===== src/rtl/adc_sample_capture_if.sv =====
// adc_sample_capture_if: serial ADC pins plus the tagged-sample valid/ready output stream
interface adc_sample_capture_if #(parameter int ADC_BITS = 12);
  logic ADC_SDO;
  logic ADC_CS_N;
  logic ADC_SCLK;
  logic [ADC_BITS+7:0] OUT_DATA;
  logic OUT_VALID;
  logic OUT_READY;
  modport master (input ADC_SDO, OUT_READY, output ADC_CS_N, ADC_SCLK, OUT_DATA, OUT_VALID);
  modport slave (output ADC_SDO, OUT_READY, input ADC_CS_N, ADC_SCLK, OUT_DATA, OUT_VALID);
endinterface


===== src/rtl/adc_sample_capture.sv =====
// adc_sample_capture: per DO_SAMPLE edge, read one SPI ADC frame, tag it with the sample index, queue it
module adc_sample_capture #(
  parameter int ADC_BITS = 12,
  parameter int LEAD_BITS = 4,
  parameter int FIFO_DEPTH = 8
) (
  input logic CLK_500K,
  input logic RST,
  input logic DO_SAMPLE,
  input logic VSTIM_P,
  adc_sample_capture_if.master bus,
  output logic BUSY,
  output logic [7:0] MISS_CNT,
  output logic [7:0] OVF_CNT
);
  localparam int FRAME_BITS = LEAD_BITS + ADC_BITS;
  localparam int W = ADC_BITS + 8;
  localparam int AW = $clog2(FIFO_DEPTH);
  localparam int CW = $clog2(2 * FRAME_BITS);
  localparam logic [CW-1:0] SHIFT_LAST = CW'(2 * FRAME_BITS - 1);
  typedef enum logic [2:0] {IDLE, SETUP, SHIFT, HOLD, PUSH} state_t;
  state_t state;
  logic ds_q, vs_q, req, vs_rise;
  logic cs_n, sclk;
  logic [CW-1:0] cnt;
  logic [7:0] tag, sample_idx, miss_cnt, ovf_cnt;
  logic [ADC_BITS-1:0] shreg;
  logic [W-1:0] mem [FIFO_DEPTH];
  logic [AW-1:0] wr_ptr, rd_ptr;
  logic [AW:0] count;
  logic push, pop, full, wr, not_empty;
  assign req = DO_SAMPLE ^ ds_q;
  assign vs_rise = VSTIM_P & ~vs_q;
  assign push = state == PUSH;
  assign not_empty = count != '0;
  assign pop = bus.OUT_READY & not_empty;
  assign full = count == (AW+1)'(FIFO_DEPTH);
  assign wr = push & (~full | pop);
  assign bus.ADC_CS_N = cs_n;
  assign bus.ADC_SCLK = sclk;
  assign bus.OUT_VALID = not_empty;
  assign bus.OUT_DATA = not_empty ? mem[rd_ptr] : '0;
  assign BUSY = state != IDLE;
  assign MISS_CNT = miss_cnt;
  assign OVF_CNT = ovf_cnt;
  // Input history always tracks the pins, so reset release never looks like an edge
  always_ff @(posedge CLK_500K) begin
    ds_q <= DO_SAMPLE;
    vs_q <= VSTIM_P;
  end
  // Conversion sequencer: select, clock out the frame, deselect, hand the tagged word to the FIFO
  always_ff @(posedge CLK_500K) begin
    if (RST) begin
      state <= IDLE;
      cs_n <= 1'b1;
      sclk <= 1'b0;
      cnt <= '0;
      tag <= '0;
      sample_idx <= '0;
      shreg <= '0;
      miss_cnt <= '0;
    end else begin
      if (req && state != IDLE && miss_cnt != 8'hFF) miss_cnt <= miss_cnt + 8'd1;
      if (vs_rise) sample_idx <= '0;
      case (state)
        IDLE: if (req) begin
          state <= SETUP;
          cs_n <= 1'b0;
          tag <= vs_rise ? 8'd0 : sample_idx;
          sample_idx <= vs_rise ? 8'd1 : (sample_idx == 8'hFF ? 8'hFF : sample_idx + 8'd1);
        end
        SETUP: begin
          state <= SHIFT;
          cnt <= '0;
        end
        SHIFT: begin
          sclk <= ~cnt[0];
          if (!cnt[0]) shreg <= {shreg[ADC_BITS-2:0], bus.ADC_SDO};
          cnt <= cnt + CW'(1);
          if (cnt == SHIFT_LAST) state <= HOLD;
        end
        HOLD: begin
          state <= PUSH;
          cs_n <= 1'b1;
        end
        PUSH: state <= IDLE;
        default: state <= IDLE;
      endcase
    end
  end
  // FIFO storage; the shift register holds only the last ADC_BITS samples, so lead bits fall off the top
  always_ff @(posedge CLK_500K)
    if (wr) mem[wr_ptr] <= {tag, shreg};
  // FIFO pointers, occupancy and overflow accounting; a pop frees the slot a full-FIFO push needs
  always_ff @(posedge CLK_500K) begin
    if (RST) begin
      wr_ptr <= '0;
      rd_ptr <= '0;
      count <= '0;
      ovf_cnt <= '0;
    end else begin
      if (wr) wr_ptr <= wr_ptr + AW'(1);
      if (pop) rd_ptr <= rd_ptr + AW'(1);
      count <= count + (AW+1)'(wr) - (AW+1)'(pop);
      if (push && !wr && ovf_cnt != 8'hFF) ovf_cnt <= ovf_cnt + 8'd1;
    end
  end
endmodule


===== src/flat_wrapper.sv =====
// flat-port wrapper written by rule: the top's interface ports become plain ports
module adc_sample_capture_flat 
#(
  parameter int ADC_BITS = 12,
  parameter int LEAD_BITS = 4,
  parameter int FIFO_DEPTH = 8
)
  (CLK_500K, RST, DO_SAMPLE, VSTIM_P, BUSY, MISS_CNT, OVF_CNT, bus_ADC_SDO, bus_OUT_READY, bus_ADC_CS_N, bus_ADC_SCLK, bus_OUT_DATA, bus_OUT_VALID);
  adc_sample_capture_if #(.ADC_BITS(ADC_BITS)) bus_i ();
  input logic CLK_500K;
  input logic RST;
  input logic DO_SAMPLE;
  input logic VSTIM_P;
  output logic BUSY;
  output logic [7:0] MISS_CNT;
  output logic [7:0] OVF_CNT;
  input wire logic [$bits(bus_i.ADC_SDO)-1:0] bus_ADC_SDO;
  input wire logic [$bits(bus_i.OUT_READY)-1:0] bus_OUT_READY;
  output wire logic [$bits(bus_i.ADC_CS_N)-1:0] bus_ADC_CS_N;
  output wire logic [$bits(bus_i.ADC_SCLK)-1:0] bus_ADC_SCLK;
  output wire logic [$bits(bus_i.OUT_DATA)-1:0] bus_OUT_DATA;
  output wire logic [$bits(bus_i.OUT_VALID)-1:0] bus_OUT_VALID;
  assign bus_i.ADC_SDO = bus_ADC_SDO;
  assign bus_i.OUT_READY = bus_OUT_READY;
  assign bus_ADC_CS_N = bus_i.ADC_CS_N;
  assign bus_ADC_SCLK = bus_i.ADC_SCLK;
  assign bus_OUT_DATA = bus_i.OUT_DATA;
  assign bus_OUT_VALID = bus_i.OUT_VALID;
  adc_sample_capture #(.ADC_BITS(ADC_BITS), .LEAD_BITS(LEAD_BITS), .FIFO_DEPTH(FIFO_DEPTH)) u_core (.CLK_500K(CLK_500K), .RST(RST), .DO_SAMPLE(DO_SAMPLE), .VSTIM_P(VSTIM_P), .bus(bus_i), .BUSY(BUSY), .MISS_CNT(MISS_CNT), .OVF_CNT(OVF_CNT));
endmodule

===== config.mk =====
export PLATFORM = sky130hd
export DESIGN_NAME = adc_sample_capture_flat
export DESIGN_NICKNAME = d
export VERILOG_FILES = /design/src/rtl/adc_sample_capture_if.sv /design/src/rtl/adc_sample_capture.sv /design/src/flat_wrapper.sv
export SDC_FILE = /design/constraint.sdc
export NUM_CORES = 1
export LEC_CHECK = 0
export ABC_AREA = 1
export ABC_CLOCK_PERIOD_IN_PS = 2800
export CAP_MARGIN = 20
export CORE_ASPECT_RATIO = 0.8
export CORE_MARGIN = 2
export CORE_UTILIZATION = 28
export DETAILED_ROUTE_END_ITERATION = 6
export PLACE_DENSITY = 0.55
export SYNTH_ARGS = -nofsm -noshare
export SYNTH_HDL_FRONTEND = slang
export SYNTH_SLANG_ARGS = --single-unit
export TNS_END_PERCENT = 100

===== constraint.sdc =====
create_clock -name CLK_500K -period 2.8 [get_ports CLK_500K]
set_input_delay 0.28 -clock CLK_500K [delete_from_list [all_inputs] [get_ports CLK_500K]]
set_output_delay 0.28 -clock CLK_500K [all_outputs]
set_load 0.005 [all_outputs]

==> metrics.yaml <==
status: "complete, no violations"
wl_met3_mm: 1.10
ys.flop_type: "edfxtp_1"
top_layer: "met4"
cpPeakStageDelay_ps: 540
p_clk_share_pct: 33.8
worstSkewPairLatency_ps: 520
placed_cell_area_um2: 10600
cap_violations: 0
dieArea_um2: 35500
n_antenna_cell: 0
die_h_um: 169
drtPass1Iterations: 5
required_ps: 2520
place.gp.congestion: 0.765
multiInputGateArea_um2: 2910
cts-root-buf: "clkbuf_16"
fin_skew_ps: 21.5
path_common_cell: "nor2_1"
p_seq_share_pct: 41.4
worst_pin_slew_ps: 898
ys_seq_area_share_pct: 64.9
grt_pass1_wl_mm: 34.6
worstSetupPathType: "flop to output pin"
vias: 6526
route.met2.wl_mm: 9.54
wl_met1_mm: 10.6
avgRoutedWirePerCell_um: 15.0
ant_nets: 0
synth_common_cells: "nor2_1, edfxtp_1, nand2_1, o21ai_0, dfxtp_1"
cts_hold_buf: 0
num-fill-cells: 3290
syn_area_per_cell_um2: 10.2
yosysTopAreaCell: "edfxtp_1"
powerDensity_nw_per_um2: 859
remaining_drc_errors: 0
worstHoldPathType: "input pin to flop"
slowest_stage: "clkdlybuf4s50_1"
start_util_pct: 28.4
fmax_mhz: 381
combinationalPowerShare_pct: 24.8
grt_max_degree: 41
htree_levels: 1
fin_area_um2: 11400
hpwl_mm: 13.0
slew_headroom_pct: 40.1
ctsResizeCount: 0
antenna_found_initial: 0
critical_path.endpoint_type: "output pin"
grt_pass1_vias: 6218
synth_most_common_cell: "nor2_1"
placed_cells: 1393
ioPinCount: 46
drtIter0Drc: 331
post_cts_buffers: 0
crit_arrival_ps: 2350
syn-num-nets: 955
synth_cell_type_count: 32
yosysWarnings: 0
synth_top_area_share_pct: 50.4
layout-drive-gt1-share_pct: 8.87
area_growth_pct: 20.1
layout_setup_ws_ps: 174
synth-edff-count: 160
pre_cts_ws_ps: 473
path_clk_slew_ps: 60
cts_tree: "yes"
rows: 60
ys_ff_latch: 229
syn_inst: 935
gr-total-overflow: 0
nNetsFinal: 1005
swShare_pct: 29.9
fin_tns_setup_ps: 0
cts_buffer_depth: 3
via_per_inst: 4.54
power.internal_mw: 6.89
cts.sinks: 229
core-area_um2: 33600
leakage_nw: 4.11
grt_usage_pct: 12.2
async_reset_ff_share_pct: 0
drt-total-wl_mm: 21.6
grt_setup_unrepaired: "true"
setup_violations: 0
yosys-top-cells-area: "edfxtp_1, dfxtp_1, nor2_1, o21ai_0, nand2_1"
die_w_um: 210
period_share_pct: 93.8
fin_cells: 1437
cts_buffers: 24
power.switching_mw: 2.94
seqCellArea_um2: 6190
fin_util_pct: 34.1
io_buffers: 45
finalMaxSlewViolations: 0
critPathMaxFanout: 40
crit_path_start_kind: "flop"
path_cells: "clkinv_2 -> buf_12 -> nor2_1 -> o211ai_1 -> nand2_1 -> nor2_1 -> clkdlybuf4s50_1"
hold_viol: 0
period_minus_slack_ps: 2630
peakVddDrop_mv: 0.421
syn_area_um2: 9530
==> flip-flops by register name, summed over array words and instances, names as in the netlist, named ones only <==
signal	cells
u_core.mem	160
u_core.shreg	12
u_core.MISS_CNT	8
u_core.OVF_CNT	8
u_core.sample_idx	8
u_core.tag	8
u_core.cnt	5
u_core.count	4
u_core.rd_ptr	3
u_core.state	3
u_core.wr_ptr	3
u_core.bus.ADC_CS_N	1
u_core.bus.ADC_SCLK	1
u_core.ds_q	1
u_core.vs_q	1
==> power groups by stage <==
| stage | Clock, mW | Sequential (mW) | Combinational, mW |
|---|---|---|---|
| 4_1_cts | 3.41 | 4.06 | 2.47 |
| 2_1_floorplan | 0 | 4.05 | 1.44 |
| 3_5_place_dp | 0 | 4.13 | 2.46 |
| 6_report | 3.32 | 4.07 | 2.44 |
| 5_1_grt | 3.53 | 4.10 | 2.77 |
| 3_3_place_gp | 0 | 4.13 | 2.45 |
==> critical path: cells and delay by family (launching register included) <==
kind	cells	cell delay (ps)
simple gates	3	300
compound gates	1	190
flops	1	340
buf+inv	3	1000
==> worst paths after layout <==
path / startpoint / to / slack, ps / cells after the start
setup reg to reg: u_core.count[2]$_SDFF_PP0_ / u_core.count[2]$_SDFF_PP0_ / 640 / 12
setup / recovery: flop / bus_OUT_DATA[13] / 170 / 7
hold reg to reg: u_core.bus.ADC_CS_N$_SDFFE_PP1P_ / u_core.bus.ADC_CS_N$_SDFFE_PP1P_ / 460 / 2
hold / removal: VSTIM_P / u_core.vs_q$_DFF_P_ / 250 / 1
==> metal layers <==
layer / track usage [%] / vias up
met3: 2.36 / 25
met1: 17.3 / 3072
met5: 0 / -
met2: 19.3 / 125
met4: 2.65 / 0
li1: - / 3304
==> cell usage in the layout, fill, tap and decap left out, types with 4 or more instances in the layout <==
cell	Yosys	layout
inv_1	63	63
o21ai_0	100	100
dfxtp_1	69	67
nand2_1	118	118
nand4_1	11	11
buf_4	1	13
xor2_1	8	8
clkdlybuf4s50_1	0	45
nor3_2	0	4
edfxtp_1	160	160
clkinv_2	0	7
nand3_1	21	21
inv_2	7	6
ha_1	13	13
buf_12	0	6
bufinv_16	0	4
nand2_2	4	4
nor2_2	2	6
a21oi_1	49	49
o21ai_1	13	13
clkbuf_1	28	5
clkbuf_16	0	24
nor2_1	195	191
o22ai_1	21	21
o211ai_1	20	20
==> cell families (layout without fill, tap and decap cells) <==
group                    count (synthesis)  count (layout)  share of synthesized area [%]
AO/OA/AOI/OAI                          204             204                           11.5
XOR/XNOR                                10              10                          0.920
adder cells (fa/ha/maj)                 14              14                           1.92
buffers and inverters                  113             181                           4.85
flip-flops                             229             229                           64.9
AND/OR/NAND/NOR                        365             365                           15.8
==> through the flow <==
stage               hold WS [ps]  power, mW
floorplan                    308       5.48
global placement             448       6.58
detailed placement           447       6.60
CTS                          224       9.95
global route                 242       10.4
finish                       247       9.83
==> final cells by class <==
class / count / area share (%)
well taps: 434 / 4.75
clock buffers: 32 / 5.78
repair buffers: 67 / 6.14
clock inverters: 12 / 1.49
multi-input cells: 593 / 25.4
inverters: 70 / 2.31
flip-flops and latches: 229 / 54.1
Note: power is estimated with default switching activity, not from simulation.
